### src/rtl/pep_ks_common_param_pkg.sv
// -----------------------------------------------------------------------------
// pep_ks_common_param_pkg
// Shared key-switch parameters and types:
//   - ks_cmd_t / KS_CMD_W : key-switch command layout (batch tag, pointers,
//     ks_loop column offset).
//   - KS_BLOCK_COL_NB     : number of column commands expanded from a batch.
//   - LBX                 : ks_loop stride between consecutive columns.
//   - issuer_state_e      : command issuer FSM states.
//   - ISSUER_ERR_*        : bit positions inside issuer_error.
// -----------------------------------------------------------------------------
package pep_ks_common_param_pkg;

  localparam int KS_BLOCK_COL_NB = 4;
  localparam int LBX             = 3;
  localparam int KS_LOOP_W       = 8;
  localparam int KS_PTR_W        = 6;
  localparam int KS_TAG_W        = 4;
  localparam int KS_COL_W        = (KS_BLOCK_COL_NB > 1) ? $clog2(KS_BLOCK_COL_NB) : 1;

  typedef struct packed {
    logic [KS_TAG_W-1:0]  tag;
    logic [KS_PTR_W-1:0]  rp;
    logic [KS_PTR_W-1:0]  wp;
    logic [KS_LOOP_W-1:0] ks_loop;
  } ks_cmd_t;

  localparam int KS_CMD_W = $bits(ks_cmd_t);

  typedef enum logic {
    ST_IDLE = 1'b0,
    ST_RUN  = 1'b1
  } issuer_state_e;

  localparam int ISSUER_ERR_W          = 2;
  localparam int ISSUER_ERR_CREDIT_OVF = 0;
  localparam int ISSUER_ERR_PUSH_FULL  = 1;

  // Column index to ks_loop offset.
  function automatic logic [KS_LOOP_W-1:0] col_ks_loop(input logic [KS_COL_W-1:0] col);
    return KS_LOOP_W'(col) * KS_LOOP_W'(LBX);
  endfunction

endpackage

### src/rtl/pep_ks_batch_fifo.sv
// -----------------------------------------------------------------------------
// pep_ks_batch_fifo
// Small circular FIFO holding batch commands. The head entry is read straight
// from storage flops, so no input reaches the output combinationally.
//   clk, a_rst      : clock, asynchronous active-high reset
//   flush           : empties the FIFO; a push in the same cycle is kept
//   push, push_data : write request (ignored when full)
//   pop             : discard head entry (ignored when empty)
//   head            : current head entry (valid when !empty)
//   empty, full     : occupancy flags
// -----------------------------------------------------------------------------
module pep_ks_batch_fifo #(
  parameter int DEPTH = 4,
  parameter int W     = 8
) (
  input  logic         clk,
  input  logic         a_rst,
  input  logic         flush,
  input  logic         push,
  input  logic [W-1:0] push_data,
  input  logic         pop,
  output logic [W-1:0] head,
  output logic         empty,
  output logic         full
);

  localparam int PTR_W = (DEPTH > 1) ? $clog2(DEPTH) : 1;
  localparam int CNT_W = $clog2(DEPTH + 1);

  logic [W-1:0]     mem [DEPTH];
  logic [PTR_W-1:0] rd_ptr;
  logic [PTR_W-1:0] wr_ptr;
  logic [PTR_W-1:0] wr_addr;
  logic [CNT_W-1:0] cnt;
  logic             do_push;
  logic             do_pop;

  function automatic logic [PTR_W-1:0] ptr_inc(input logic [PTR_W-1:0] p);
    return (p == PTR_W'(DEPTH - 1)) ? '0 : p + 1'b1;
  endfunction

  assign empty   = (cnt == '0);
  assign full    = (cnt == CNT_W'(DEPTH));
  assign do_push = push && !full;
  assign do_pop  = pop && !empty;
  // A flush restarts the ring at slot 0, so a simultaneous push lands there.
  assign wr_addr = flush ? '0 : wr_ptr;
  assign head    = mem[rd_ptr];

  // NOTE: storage has no reset; the occupancy counter alone decides validity,
  // and leaving the array unreset keeps it mappable to plain flops/LUT-RAM.
  always_ff @(posedge clk) begin
    if (do_push) mem[wr_addr] <= push_data;
  end

  // NOTE: clocked state uses non-blocking assignments so every register
  // samples pre-edge values regardless of statement order.
  always_ff @(posedge clk or posedge a_rst) begin
    if (a_rst) begin
      rd_ptr <= '0;
      wr_ptr <= '0;
      cnt    <= '0;
    end else if (flush) begin
      rd_ptr <= '0;
      wr_ptr <= do_push ? ptr_inc('0) : '0;
      cnt    <= do_push ? CNT_W'(1) : '0;
    end else begin
      if (do_push) wr_ptr <= ptr_inc(wr_ptr);
      if (do_pop)  rd_ptr <= ptr_inc(rd_ptr);
      case ({do_push, do_pop})
        2'b10:   cnt <= cnt + 1'b1;
        2'b01:   cnt <= cnt - 1'b1;
        default: ;
      endcase
    end
  end

endmodule

### src/rtl/pep_ks_cmd_issuer.sv
// -----------------------------------------------------------------------------
// pep_ks_cmd_issuer
// Expands buffered batch commands into KS_BLOCK_COL_NB column commands, one per
// unit of enquiry credit. Each column copies the batch fields and sets
// ks_loop = col*LBX.
//
// Ports:
//   clk                : clock
//   a_rst              : asynchronous active-high reset; release is expected
//                        to be synchronous to clk (upstream synchronizer)
//   reset_cache        : synchronous flush of FIFO, credit and column state
//   batch_in_cmd       : batch command (its ks_loop field is ignored)
//   batch_in_vld/_rdy  : batch valid/ready handshake
//   ks_seq_cmd_enquiry : one-cycle request for one column command
//   seq_ks_cmd         : registered column command, held between pulses
//   seq_ks_cmd_avail   : one-cycle pulse qualifying seq_ks_cmd
//   issuer_error       : sticky errors {push while full, credit overflow}
//
// Build option:
//   PEP_KS_CMD_ISSUER_ERROR_EN : compiles in error tracking; when undefined
//   issuer_error is tied to 0 (credit saturation/drop behaviour unchanged).
// -----------------------------------------------------------------------------
module pep_ks_cmd_issuer
  import pep_ks_common_param_pkg::*;
#(
  parameter int BATCH_FIFO_DEPTH = 4,
  parameter int ENQ_CNT_W        = 4
) (
  input  logic                    clk,
  input  logic                    a_rst,
  input  logic                    reset_cache,
  input  logic [KS_CMD_W-1:0]     batch_in_cmd,
  input  logic                    batch_in_vld,
  output logic                    batch_in_rdy,
  input  logic                    ks_seq_cmd_enquiry,
  output logic [KS_CMD_W-1:0]     seq_ks_cmd,
  output logic                    seq_ks_cmd_avail,
  output logic [ISSUER_ERR_W-1:0] issuer_error
);

  localparam logic [ENQ_CNT_W-1:0] ENQ_CNT_MAX = '1;

  issuer_state_e         state;
  logic [KS_COL_W-1:0]   col;
  ks_cmd_t               batch_r;
  ks_cmd_t               fifo_head;
  ks_cmd_t               issue_cmd;
  logic [ENQ_CNT_W-1:0]  enq_cnt;
  logic                  rdy_en;
  logic                  fifo_empty;
  logic                  fifo_full;
  logic                  fifo_push;
  logic                  issue;
  logic                  last_col;
  logic                  load;
  logic                  enq_take;

  // ---------------------------------------------------------------------------
  // Batch FIFO
  // ---------------------------------------------------------------------------
  // rdy_en keeps batch_in_rdy low through reset and for the first cycle after
  // release.
  always_ff @(posedge clk or posedge a_rst) begin
    if (a_rst) rdy_en <= 1'b0;
    else       rdy_en <= 1'b1;
  end

  assign batch_in_rdy = rdy_en && !fifo_full;
  assign fifo_push    = batch_in_vld && batch_in_rdy;

  pep_ks_batch_fifo #(
    .DEPTH (BATCH_FIFO_DEPTH),
    .W     (KS_CMD_W)
  ) u_fifo (
    .clk       (clk),
    .a_rst     (a_rst),
    .flush     (reset_cache),
    .push      (fifo_push),
    .push_data (batch_in_cmd),
    .pop       (load),
    .head      (fifo_head),
    .empty     (fifo_empty),
    .full      (fifo_full)
  );

  // ---------------------------------------------------------------------------
  // Issue / load decisions
  // ---------------------------------------------------------------------------
  // Credit is read from the registered counter, so an enquiry only becomes
  // usable on the following cycle.
  assign issue    = (state == ST_RUN) && (enq_cnt != '0) && !reset_cache;
  assign last_col = (col == KS_COL_W'(KS_BLOCK_COL_NB - 1));
  // Load from IDLE, or chain straight into the next batch on the last column
  // so back-to-back batches issue with no bubble.
  assign load     = !reset_cache && !fifo_empty &&
                    ((state == ST_IDLE) || (issue && last_col));
  assign enq_take = ks_seq_cmd_enquiry && !reset_cache;

  // NOTE: every always_comb output gets a full default first so no path can
  // leave it unassigned and infer a latch.
  always_comb begin
    issue_cmd         = batch_r;
    issue_cmd.ks_loop = col_ks_loop(col);
  end

  // ---------------------------------------------------------------------------
  // FSM with registered command outputs
  // ---------------------------------------------------------------------------
  always_ff @(posedge clk or posedge a_rst) begin
    if (a_rst) begin
      state            <= ST_IDLE;
      col              <= '0;
      batch_r          <= '0;
      seq_ks_cmd       <= '0;
      seq_ks_cmd_avail <= 1'b0;
    end else begin
      seq_ks_cmd_avail <= issue;
      if (issue) seq_ks_cmd <= issue_cmd;

      if (reset_cache) begin
        state <= ST_IDLE;
        col   <= '0;
      end else begin
        if (load) batch_r <= fifo_head;
        case (state)
          ST_IDLE: begin
            if (load) begin
              state <= ST_RUN;
              col   <= '0;
            end
          end
          ST_RUN: begin
            if (issue) begin
              if (last_col) begin
                col   <= '0;
                state <= load ? ST_RUN : ST_IDLE;
              end else begin
                col <= col + 1'b1;
              end
            end
          end
          default: state <= ST_IDLE;
        endcase
      end
    end
  end

  // ---------------------------------------------------------------------------
  // Enquiry credit counter (saturating; enquiries at saturation are dropped)
  // ---------------------------------------------------------------------------
  always_ff @(posedge clk or posedge a_rst) begin
    if (a_rst) begin
      enq_cnt <= '0;
    end else if (reset_cache) begin
      enq_cnt <= '0;
    end else if (enq_take && !issue) begin
      if (enq_cnt != ENQ_CNT_MAX) enq_cnt <= enq_cnt + 1'b1;
    end else if (!enq_take && issue) begin
      enq_cnt <= enq_cnt - 1'b1;
    end
  end

  // ---------------------------------------------------------------------------
  // Sticky error tracking
  // ---------------------------------------------------------------------------
`ifdef PEP_KS_CMD_ISSUER_ERROR_EN
  logic [ISSUER_ERR_W-1:0] err_r;
  logic                    blocked_q;
  logic [KS_CMD_W-1:0]     blocked_cmd_q;
  logic                    blocked_now;
  logic                    credit_drop;

  assign blocked_now = batch_in_vld && !batch_in_rdy;
  assign credit_drop = enq_take && !issue && (enq_cnt == ENQ_CNT_MAX);

  // A producer holding vld against rdy=0 is legal; changing the command while
  // still blocked means the previous one was lost upstream.
  always_ff @(posedge clk or posedge a_rst) begin
    if (a_rst) begin
      err_r         <= '0;
      blocked_q     <= 1'b0;
      blocked_cmd_q <= '0;
    end else begin
      blocked_q     <= blocked_now;
      blocked_cmd_q <= batch_in_cmd;
      if (credit_drop) err_r[ISSUER_ERR_CREDIT_OVF] <= 1'b1;
      if (blocked_now && blocked_q && (batch_in_cmd != blocked_cmd_q))
        err_r[ISSUER_ERR_PUSH_FULL] <= 1'b1;
    end
  end

  assign issuer_error = err_r;
`else
  assign issuer_error = '0;
`endif

endmodule

### config.mk
export PLATFORM = sky130hd
export DESIGN_NAME = pep_ks_cmd_issuer
export DESIGN_NICKNAME = d
export VERILOG_FILES = /design/src/rtl/pep_ks_common_param_pkg.sv /design/src/rtl/pep_ks_batch_fifo.sv /design/src/rtl/pep_ks_cmd_issuer.sv
export SDC_FILE = /design/constraint.sdc
export NUM_CORES = 1
export LEC_CHECK = 0
export CAP_MARGIN = 5
export CORE_ASPECT_RATIO = 0.8
export CORE_MARGIN = 2
export CORE_UTILIZATION = 58
export CTS_BUF_LIST = sky130_fd_sc_hd__clkbuf_8
export CTS_CLUSTER_SIZE = 30
export DETAILED_ROUTE_END_ITERATION = 12
export GPL_ROUTABILITY_DRIVEN = 0
export PLACE_DENSITY = 0.94
export SLEW_MARGIN = 5
export SYNTH_ARGS = -nofsm -noshare
export SYNTH_HDL_FRONTEND = slang
export SYNTH_SLANG_ARGS = --single-unit
### constraint.sdc
create_clock -name clk -period 3.45 [get_ports clk]
set_clock_uncertainty 0.05 [all_clocks]
set_input_delay 0.345 -clock clk [delete_from_list [all_inputs] [get_ports clk]]
set_output_delay 0.345 -clock clk [all_outputs]
set_load 0.02 [all_outputs]
# [Yosys cells after proc, flatten, opt, wreduce, memory -nomap -nowiden]
# Memories as Yosys holds them, arrays and structs flattened. A register that Yosys moved wholly into a read port is not among the register bits.
# Index checks and enable logic that the tools add are counted.
[word_totals] rom_bits=0 register_bits=36 latch_bits=0 out_inout_bits=28 input_bits=29 mem_bits_rw=96 mem_count=1 elab_cells=84
[op_classes] mul=1 div_mod_pow=0 reduce_logical=27 addsub=7 eq_ne=10 mux=27 n_lt_le_gt_ge=0 bitwise_logic=2 n_shift=0
[memory_table] memory="u_fifo.mem" words=4 width=24 rd=1 rd_clocked_by_memory_dff=1 write_ports=1 line_no="pep_ks_batch_fifo.sv:30" text="logic [W-1:0] mem [DEPTH];"
[ops] cell="$mux 2" n=11
[ops] cell="$mux 4" n=4
[ops] cell="$logic_and 1x1->1" n=12
[ops] cell="$ne 3x2->1 const B" n=3
[ops] cell="$eq 2x2->1 const B" n=4
[ops] cell="$mux 1" n=8
[ops] cell="$add 2x1->2 const B" n=3
[ops] cell="$pmux 3 s2" n=1
[ops] cell="$reduce_and 2->1" n=3
[ops] cell="$reduce_bool 3->1" n=2
[ops] cell="$logic_not 1->1" n=5
[ops] cell="$add 4x1->4 const B" n=1
[ops] cell="$mul 2x2->4 const B" n=1
[ops] cell="$ne 4x4->1 const B" n=1
[ops] cell="$pmux 2 s2" n=1
[ops] cell="$reduce_bool 2->1" n=2
[ops] cell="$reduce_bool 4->1" n=1
[ops] cell="$sub 4x1->4 const B" n=1
[ops] cell="$add 3x1->3 const B" n=1
[ops] cell="$eq 3x3->1 const B" n=1
[ops] cell="$logic_not 3->1" n=1
[ops] cell="$mux 3" n=1
[ops] cell="$sub 3x1->3 const B" n=1
[ops] cell="$eq 2x1->1 const B" n=1
[ops] cell="other kinds (3)" n=4

# [Longest topological paths before layout]
[depth] word_depth=11 ltp_mapped=9 ltp_nobuf=8

# [Modules after synthesis]
# From an unflattened synthesis, not the netlist that was laid out.
[unflattened] cells_unflattened=344 hier_area_um2=6054.6
[modules_own_cells] mod="pep_ks_batch_fifo" cells_per_inst=188 seq_area_each_um2=3057.9 area_each_um2=4008.8 instances=1
[modules_own_cells] mod="pep_ks_cmd_issuer" cells_per_inst=156 seq_area_each_um2=1126.1 area_each_um2=2045.7 instances=1

# [Worst setup path before layout]
# Ideal clock, no wire load.
[synth_path] kind="input-to-reg" start="in reset_cache" end="mem u_fifo.mem[2][10] (netlist bit) (enable)" setup_slack_ns=0.879 t_required_ns=2.987 t_arrival_ns=2.108 path_stages=4 setup_ns=0.413 cell_sequence="inv_1 clkbuf_1 nand3_1 nor3b_1"
[synth_between] elab_chain_len=1
[synth_lines] element="start: declaration" line_no="pep_ks_cmd_issuer.sv:31" text="input logic reset_cache,"
[synth_lines] element="$mux 2" line_no="pep_ks_batch_fifo.sv:47" text="assign wr_addr = flush ? '0 : wr_ptr;"
[synth_lines] element="end: declaration" line_no="pep_ks_batch_fifo.sv:30"
# No other way between the ends.

# [Worst setup path after layout]
[layout_path] start="reg enq_cnt[0]" end="reg u_fifo.cnt[2]"
[layout_between] elab_chain_len=10 elab_cells_between_ends=12 classes_between="2 x eq/ne; 2 x mux; 8 x reduce/logical"
[layout_lines] element="start: declaration" line_no="pep_ks_cmd_issuer.sv:48" text="logic [ENQ_CNT_W-1:0] enq_cnt;"
[layout_lines] element="start signal: assignment" line_no="pep_ks_cmd_issuer.sv:157" text="if (enq_cnt != ENQ_CNT_MAX) enq_cnt <= enq_cnt + 1'b1;"
[layout_lines] element="start signal: assignment" line_no="pep_ks_cmd_issuer.sv:159" text="enq_cnt <= enq_cnt - 1'b1;"
[layout_lines] element="$reduce_bool 4->1 (*)" line_no="pep_ks_cmd_issuer.sv:91" text="assign issue = (state == ST_RUN) && (enq_cnt != '0) && !reset_cache;"
[layout_lines] element="$logic_and 1x1->1 (*) (2 in series)" line_no="pep_ks_cmd_issuer.sv:91"
[layout_lines] element="$logic_and 1x1->1 (*)" line_no="pep_ks_cmd_issuer.sv:96" text="((state == ST_IDLE) || (issue && last_col));"
[layout_lines] element="$logic_or 1x1->1 (*)" line_no="pep_ks_cmd_issuer.sv:96"
[layout_lines] element="$logic_and 1x1->1 (*)" line_no="pep_ks_cmd_issuer.sv:95" text="assign load = !reset_cache && !fifo_empty &&"
[layout_lines] element="$logic_and 1x1->1 (*)" line_no="pep_ks_batch_fifo.sv:45" text="assign do_pop = pop && !empty;"
[layout_lines] element="$eq 2x1->1 / $eq 2x2->1 (equally long branches)" line_no="pep_ks_batch_fifo.sv:70" text="case ({do_push, do_pop})"
[layout_lines] element="$pmux 3 s2" line_no="pep_ks_batch_fifo.sv:70"
[layout_lines] element="$mux 3" line_no="pep_ks_batch_fifo.sv:63" text="end else if (flush) begin"
[layout_lines] element="end signal: assignment" line_no="pep_ks_batch_fifo.sv:66" text="cnt <= do_push ? CNT_W'(1) : '0;"
[layout_lines] element="end signal: assignment" line_no="pep_ks_batch_fifo.sv:71" text="2'b10: cnt <= cnt + 1'b1;"
[layout_lines] element="end signal: assignment" line_no="pep_ks_batch_fifo.sv:72" text="2'b01: cnt <= cnt - 1'b1;"
[layout_lines] element="end: declaration" line_no="pep_ks_batch_fifo.sv:34" text="logic [CNT_W-1:0] cnt;"
# Mark *: on every way between the ends. The rest lies on a longest branch, timed or not.
# A chain may end at the register's enable or synchronous reset.

==> impl_results.md <==
- Status: complete, no violations
- Worst slew pin tran: 1.09 ns
- Fmax: 0.386 GHz
- Initial antenna violation count: 0
- Root cell of the clock tree: clkbuf_8
- Arrival time at the worst endpoint: 2.90 ns
- Reg area: 0.00322 mm^2
- HP Class: reg -> reg
- Ranking of synthesized cells by area: edfxtp_1 (39%), dfrtp_1 (27%), mux4_2 (7.4%), mux2_2 (4.8%), mux2_4 (4.3%)
- Post-Route WL: 8640 um
- Final WS setup: 0.860 ns
- Post-Layout Cell Count: 470
- Critical Path Start Type: register
- H-tree depth: 4
- CP required: 3.76 ns
- RSZ-0062 raised after global routing: no
- Synth async-reset ratio: 0.448
- Post-cts hold buffer count: 0
- Clock-pin slew on the worst setup and hold paths: 0.07 ns
- Post_cts resized: 0
- Mapped Cells: 294
- Placed instance count: 439
- Vias in the first global route: 2,662
- Average size of a mapped cell: 16.6 um^2
- DR vias: 2,702
- Core area: 0.00806 mm^2
- Post-place setup slack: 0.591 ns
- Synth cell count leaders: edfxtp_1 (64), dfrtp_1 (52), mux2_2 (21)
- Number of buffers inserted by port buffering: 42
- MaxCap Viol Count: 0
- Chip height: 86.0 um
- Hold Slack: 0.453 ns
- Final net count: 387
- Synth Register Bits: 116
- Drt pass-1 iters: 5
- Cts bufs inserted: 17
- Setup CP Type: reg -> reg
- Pwr Density: 799 mW/mm^2
- Pins Over Slew Limit: 0
- GRT Util Overall: 0.211
- Crit-path max FO: 8
- Antenna viol nets, final: 0
- DR iter-0 viols: 125
- Skew-Pair Late Insertion Delay: 0.42 ns
- Post-route DRC: 0
- Io pins: 57
- Final Hold Fails: 0
- Final TNS setup: 0 ns
- Dominant synthesized flop cell: edfxtp_1
- Sink Count: 116
- Synth Warn #: 0
- GRT overflow: 0
- Share of cells above drive strength 1: 0.271
- Fillcell total: 512
- Worst rel slew slack: 0.274
- Worst VDD drop: 0.472 mV
- First-pass GRT wire length: 14,000 um
- Post-synth top area cell: edfxtp_1
- Sequential element share of the synthesized area: 0.661
- Maximum clock path buffer count: 2
- Slowest CP cell: or4_4
- Post-layout min period: 2.59 ns
- Die X: 107 um
- Yosys top cell area share: 0.394
- Worst path cell trace: or4_4, o2111ai_2, nor2_1, fa_1, nor4_1, mux2i_1, nand3_1
- Row Count: 29
- Top-count cell post-synth: edfxtp_1
- CP Capture Type: register
- Post-CTS Setup Repair Bufs: 0
- Tcrit/Tclk final: 0.751
- Die area: 0.00917 mm^2
- Largest net degree at the start of global routing: 53
- Ant. Diodes: 0
- Avg Vias per Cell: 5.75
- Fin area: 0.00577 mm^2
- Leak pwr: 2.21 nW
- Post-synth EDFFs: 64
- DR WL/cell: 18.4 um
- Post-Syn Area: 0.00488 mm^2
- Max incr delay on CP: 0.60 ns
- Placed cell area: 0.00541 mm^2
- Count of endpoints failing setup in the final report: 0
- Area of the multi-input gates: 0.00153 mm^2
- Starting Density: 0.606
- DP HPWL: 5710 um
- Yosys cell types: 50
- Synthesis-to-layout area growth: 18.3%
- CTS tree: done
[critical path: cells and delay by family (launching register included)]
| family | cells | cell delay, ns |
|---|---|---|
| AO/OA/AOI/OAI | 1 | 0.35 |
| adder cells (fa/ha/maj) | 1 | 0.43 |
| flip-flops | 1 | 0.48 |
| multiplexers | 1 | 0.12 |
| AND/OR/NAND/NOR | 4 | 1.10 |
[final cells by class]
cell class                      instances  share of cell area
Clock buffer                           18              0.0429
Clock inverter                         13              0.0206
Inverter                                8             0.00520
Multi-Input combinational cell        156               0.265
Sequential cell                       116               0.558
Tap cell                              108              0.0234
Timing Repair Buffer                   51              0.0845
[flip-flops by register name, summed over array words and instances, names as in the netlist]
signal            cells
state                 1
rdy_en                1
seq_ks_cmd           20
u_fifo.cnt            3
enq_cnt               4
u_fifo.rd_ptr         2
u_fifo.wr_ptr         2
batch_r              16
seq_ks_cmd_avail      1
col                   2
u_fifo.mem           64
[cell usage in the layout, fill, tap and decap left out, types with 3 or more instances in the layout]
cell and count:
edfxtp_1 64, dfrtp_1 52, clkdlybuf4s50_1 42, mux2_2 21, clkbuf_8 18, mux4_2 16, mux2_4 14, nor2_1 10
inv_1 9, nand2_1 9, o21ai_0 9, a21oi_1 9, buf_4 9, conb_1 7, ha_1 6, nand3_1 5
clkinv_2 5, nor3_1 4, nand2b_1 3, and2_1 3, mux2i_1 3, nand4_1 3, clkinvlp_4 3
[power breakdown]
part,total (W),internal [W],switching (W),leakage (nW)
clock network,0.00114,0.000640,0.000497,0.190
registers,0.00201,0.00177,0.000237,1.23
logic,0.00147,0.000805,0.000663,0.796
[cells by family after synthesis]
group	synth area share
DFF	0.661
muxes	0.172
and+or+nand+nor	0.0613
AOI/OAI and AO/OA	0.0459
buffers and inverters	0.0320
adders and majority gates	0.0236
other	0.00154
xor gates and xnor gates	0.00359
[stage by stage]
stage / utilization / total power [W]
floorplan: - / 0.00304
CTS: 0.717 / 0.00465
global placement: 0.671 / 0.00342
global route: 0.717 / 0.00486
detailed placement: 0.671 / 0.00350
finish: 0.717 / 0.00461
[path summary, 6_finish.rpt]
| path | startpoint | end | slack (ns) | depth (start not counted) |
|---|---|---|---|---|
| max in group asynchronous | a_rst | seq_ks_cmd[19]$_DFFE_PP0P_ | 2.20 | 2 |
| worst min register to register | seq_ks_cmd[14]$_DFFE_PP0P_ | seq_ks_cmd[14]$_DFFE_PP0P_ | 0.45 | 1 |
| worst max-delay path | enq_cnt[0]$_DFFE_PP0P_ | u_fifo.cnt[2]$_DFFE_PP0P_ | 0.86 | 7 |
| worst max register to register | enq_cnt[0]$_DFFE_PP0P_ | u_fifo.cnt[2]$_DFFE_PP0P_ | 0.86 | 7 |
| min in group asynchronous | a_rst | batch_r[11]$_DFFE_PP0P_ | 0.47 | 2 |
| worst min-delay path | seq_ks_cmd[14]$_DFFE_PP0P_ | seq_ks_cmd[14]$_DFFE_PP0P_ | 0.45 | 1 |
[layer usage]
layer | part of all wire | GRT usage
met4 | 0.0085 | 0.0815
met2 | 0.50 | 0.333
met5 | 0 | 0
met1 | 0.42 | 0.277
met3 | 0.068 | 0.0699
Note: power is estimated with default switching activity, not from simulation.
==> RTL change 1, RTL diff (same settings) <==
`ENQ_CNT_W`: 4 -> 6.
--- a/src/rtl/pep_ks_cmd_issuer.sv
+++ b/src/rtl/pep_ks_cmd_issuer.sv
@@ -26,3 +26,3 @@
   parameter int BATCH_FIFO_DEPTH = 4,
-  parameter int ENQ_CNT_W        = 4
+  parameter int ENQ_CNT_W        = 6
 ) (
Check against the original RTL: same outputs for any inputs over 10 cycles, from zero or initial values and one cycle with a_rst high; that may be too few to reach the edited logic, so the function may still have changed.
==> RTL change 1 against the unedited design <==
  * Synthesized area up 1.1%
  * Sequential share of layout area up 0.25 points
  * Die area up 1.0%
  * Core utilization down 1.9 points
  * Worst setup slack worse by 0.17 ns
  * Global-route usage up 0.45 points
  * Clock power down 4%
  * Sequential cell count up 2
  * Routed wire length up 2.4%
  * Power down 0.64%
  * Cell area up 1.1%
  * Largest power group unchanged
  * Highest routed layer unchanged
==> RTL change 1: results (changes against the unedited design) <==
register area share after synthesis=0.664 (+0.00311); post-route met1 wirelength=3630 um (+0.58%); Sequential Power=2.06 mW (+2%); mux cell area share after synthesis=0.165 (-0.00614); Cell variety after synth=49 (-2.0%); WL final=8850 um (+2.4%); CP arrival=3.02 ns (+0.12 ns); vias in the first global route=2898 (+8.9%); Slowest cell on crit path=dfrtp_1; crit-path max FO=7 (-1); crit path launch=enq_cnt[0]; worst-margin pin slew=1.09 ns (+0.0000936 ns); Leak=2.20 nW (-0.78%); xor/xnor share of the synthesized area=0.0107 (+0.00706); DR pass1 iterations=4 (-1); ys async rst share=0.458 (+0.00935); detailed placement HPWL=5760 um (+0.83%); via count=2740 (+1.4%); Cell Area, Placed=5490 sq um (+1.5%); slowest stage delay, CP=0.49 ns (-0.11 ns); global-route wire length before repair=14400 um (+2.9%); met3 usage=0.0744 (+0.00453); WL met2=4580 um (+5.0%); Synth Area in Compound Gates=0.0507 (+0.00484); top cells by area, synth=edfxtp_1 (39%), dfrtp_1 (27%), mux4_2 (7.3%); All-Layer GR Usage=0.216 (+0.00453); Synth top cells by count=edfxtp_1 (64), dfrtp_1 (54), mux2_2 (25), mux4_2 (16), nor2_1 (16); Synth Instances=300 (+2.0%); Met3 Wirelength=509 um (-14%); Net Switching=1.46 mW (+4.4%); Hold Crit Class=in2async; status=completed; placed cells=452 (+3.0%); DR iter-0 viols=156 (+25%); CP top delay family=compound AO/OA/AOI/OAI gates; Post-Synth Adder-Cell Area=0.0284 (+0.00482); pin count of the biggest net entering global routing=38 (-28%); share of cells above drive strength 1=0.250 (-0.0207); DP Worst Slack=0.510 ns (-0.0819 ns); filler cell count=532 (+3.9%); vias per cell=5.66 (-1.5%); Nets=398 (+2.8%); met2 Use GR=0.348 (+0.0154); logic gate share of total power=0.312 (-0.006); Peak VDD IR=381 uV (-19%); Power per Cell Area=785 nW/um^2 (-1.7%); M1 GR Usage=0.268 (-0.00983)
## RTL change 1: cell types whose count changed in the layout (fill, tap and decap cells not counted), moves of 3 or more
cell,change
mux2_4,-12
mux2_1,+11
nor2_1,+5
mux2_2,+4
nand3_1,-4
and2_1,-3
clkinv_4,+3
inv_1,-3
## RTL change 1: path summary, 6_finish.rpt
kind	endpoint	slack, ns	depth (start not counted)
max reg2reg	enq_cnt[5]	0.69	9
max	enq_cnt[5]	0.69	9
max in group asynchronous	seq_ks_cmd[14]	2.35	3
min	u_fifo.rd_ptr[1]	0.35	2
min in group clk	batch_r[11]	0.44	1
min reg2reg	batch_r[11]	0.44	1
## RTL change 1: final cells by class
type | count | area (sq um) | area share
timing repair buffer | 53 | 503 | 0.0862
inverter | 6 | 22.5 | 0.00386
tap | 112 | 140 | 0.0240
multi-input combinational | 163 | 1550 | 0.266
sequential | 118 | 3270 | 0.561
clock buffer | 17 | 234 | 0.0401
clock inverter | 15 | 115 | 0.0197
==> RTL change 2, RTL diff (config.mk and constraints unchanged) <==
Made on the original files. Build with the macro `PEP_KS_CMD_ISSUER_ERROR_EN` defined.
--- a/src/rtl/pep_ks_cmd_issuer.sv
+++ b/src/rtl/pep_ks_cmd_issuer.sv
@@ -22,2 +22,4 @@
 // -----------------------------------------------------------------------------
+`define PEP_KS_CMD_ISSUER_ERROR_EN
+
 module pep_ks_cmd_issuer
Behaviour: not the same (Yosys sat finds a counterexample within 10 cycles, from zero or initial values and one cycle with a_rst high).
==> RTL change 2 against the unedited design <==
  * Maximum frequency shrank 15%
  * First-iteration DRC count is 110% higher
  * Synthesized area up 19%
  * Power rose by 15%
  * Routed wire length up 17%
  * Sequential cell count up 27
  * Critical path depth rose by 1
  * Cell area rose by 18%
  * Worst setup slack got worse by 0.46 ns
  * Largest cell class unchanged
  * Count of clock-buffer cells in the layout down 1
  * Sequential power grew 19%
==> RTL change 2: results (changes against the unedited design) <==
slowest stage delay, CP=0.60 ns (about the same); Top Registers=u_fifo.mem: 64 flops, blocked_cmd_q: 24 flops, seq_ks_cmd: 20 flops; CP top delay family=compound AO/OA/AOI/OAI gates; Cell Area, Placed=6410 sq um (+18%); critical path endpoint=enq_cnt[3]; ys async rst share=0.552 (+0.104); CTS Buf Count=17 (unchanged); Leak=2.62 nW (+18%); switching share of power=0.296 (-0.00712); All-Layer GR Usage=0.209 (-0.00257); Antenna diodes=0 (unchanged); Slowest cell on crit path=a2111oi_0; Hold Crit Class=in2async; root buffer cell=clkbuf_8; Post-synth EDFFs=64 (unchanged); detailed placement HPWL=6600 um (+16%); worst setup slack after layout=0.404 ns (-0.456 ns); H-tree Lvls=4 (unchanged); status=completed; Cell variety after synth=45 (-10%); Max Root-Sink Buffers=2 (unchanged); pin count of the biggest net entering global routing=30 (-43%); share of cells above drive strength 1=0.236 (-0.0346); Synth top cells by count=dfrtp_1 (79), edfxtp_1 (64), mux2_2 (32), xnor2_1 (26), mux4_2 (16); vias in the first global route=3176 (+19%); crit path launch=enq_cnt[0]; Final Util=0.704 (-0.0131); worst-margin pin slew=0.874 ns (-0.213 ns); Yosys warning count=0 (unchanged); filler cell count=598 (+17%); Sequential Power=2.40 mW (+19%); vias per cell=5.52 (-3.9%); # port buffers=52 (+24%); WL final=10100 um (+17%); Power Combinational=1.55 mW (+5%); antenna violations before repair=0 (unchanged); Nets=438 (+13%); DR pass1 iterations=4 (-1); Peak VDD IR=462 uV (-2.1%); CP arrival=3.32 ns (+0.42 ns); DR iter-0 viols=257 (+110%); post-cts resize count=0 (unchanged); register area share after synthesis=0.673 (+0.0128); Worst-Skew Late Latency=0.42 ns (about the same); Power per Cell Area=778 nW/um^2 (-2.6%); crit-path max FO=8 (unchanged); register clock-pin slew on the reported worst setup and hold paths=0.07 ns (about the same); DP Worst Slack=0.490 ns (-0.101 ns); worst r2r path cells=8 (+1); Setup Buffers After CTS=0 (unchanged); top cells by area, synth=dfrtp_1 (34%), edfxtp_1 (33%), mux2_2 (6.2%); global-route wire length before repair=16400 um (+17%); dominant synthesized flop cell=dfrtp_1
[RTL change 2: metal layers]
layer  track usage  routed length, um  up-vias  part of all wire
li1              -                  -     1367                 -
met1         0.285               4340     1559              0.43
met2         0.331               5070      106              0.50
met3        0.0493                575       12             0.057
met4        0.0794                155        0             0.015
met5             0                  0        -                 0
[RTL change 2: how the worst min path moves through the flow]
stage | from | to | slack (ns) | depth (start not counted)
floorplan | batch_in_cmd[0] | blocked_cmd_q[0] | 0.33 | 0
global placement | seq_ks_cmd[15] | seq_ks_cmd[15] | 0.44 | 1
detailed placement | batch_r[22] | seq_ks_cmd[22] | 0.44 | 1
CTS | a_rst | seq_ks_cmd_avail | 0.17 | 2
global route | a_rst | seq_ks_cmd[0] | 0.19 | 2
finish | a_rst | seq_ks_cmd[0] | 0.18 | 2
[RTL change 2: worst reg2reg max path: stages, from the launching register on]
cell and delay, ns:
dfrtp_1 0.50, o41ai_4 0.53, and2_1 0.25, nand2_1 0.15, ha_1 0.31, a21o_1 0.19
a2111oi_0 0.60, a211oi_1 0.11, a211oi_1 0.26
[RTL change 2: kinds of logic after synthesis]
kind of cell,Yosys count,synth area share
other,2,0.00130
AND/OR/NAND/NOR,47,0.0424
multiplexers,62,0.156
XOR/XNOR,28,0.0424
flip-flops,143,0.673
buffers and inverters,24,0.0315
AO/OA/AOI/OAI,23,0.0357
adder cells (fa/ha/maj),7,0.0177
[RTL change 2: per-stage QoR]
step	instances	hold WS, ns
floorplan	339	0.326
global placement	519	0.439
detailed placement	519	0.444
CTS	551	0.174
global route	551	0.194
finish	551	0.182
[RTL change 2: layout make-up]
class,count,area share
sequential,143,0.572
clock buffer,17,0.0343
tap,136,0.0250
multi-input combinational,172,0.253
clock inverter,15,0.0262
inverter,8,0.00459
timing repair buffer,60,0.0851
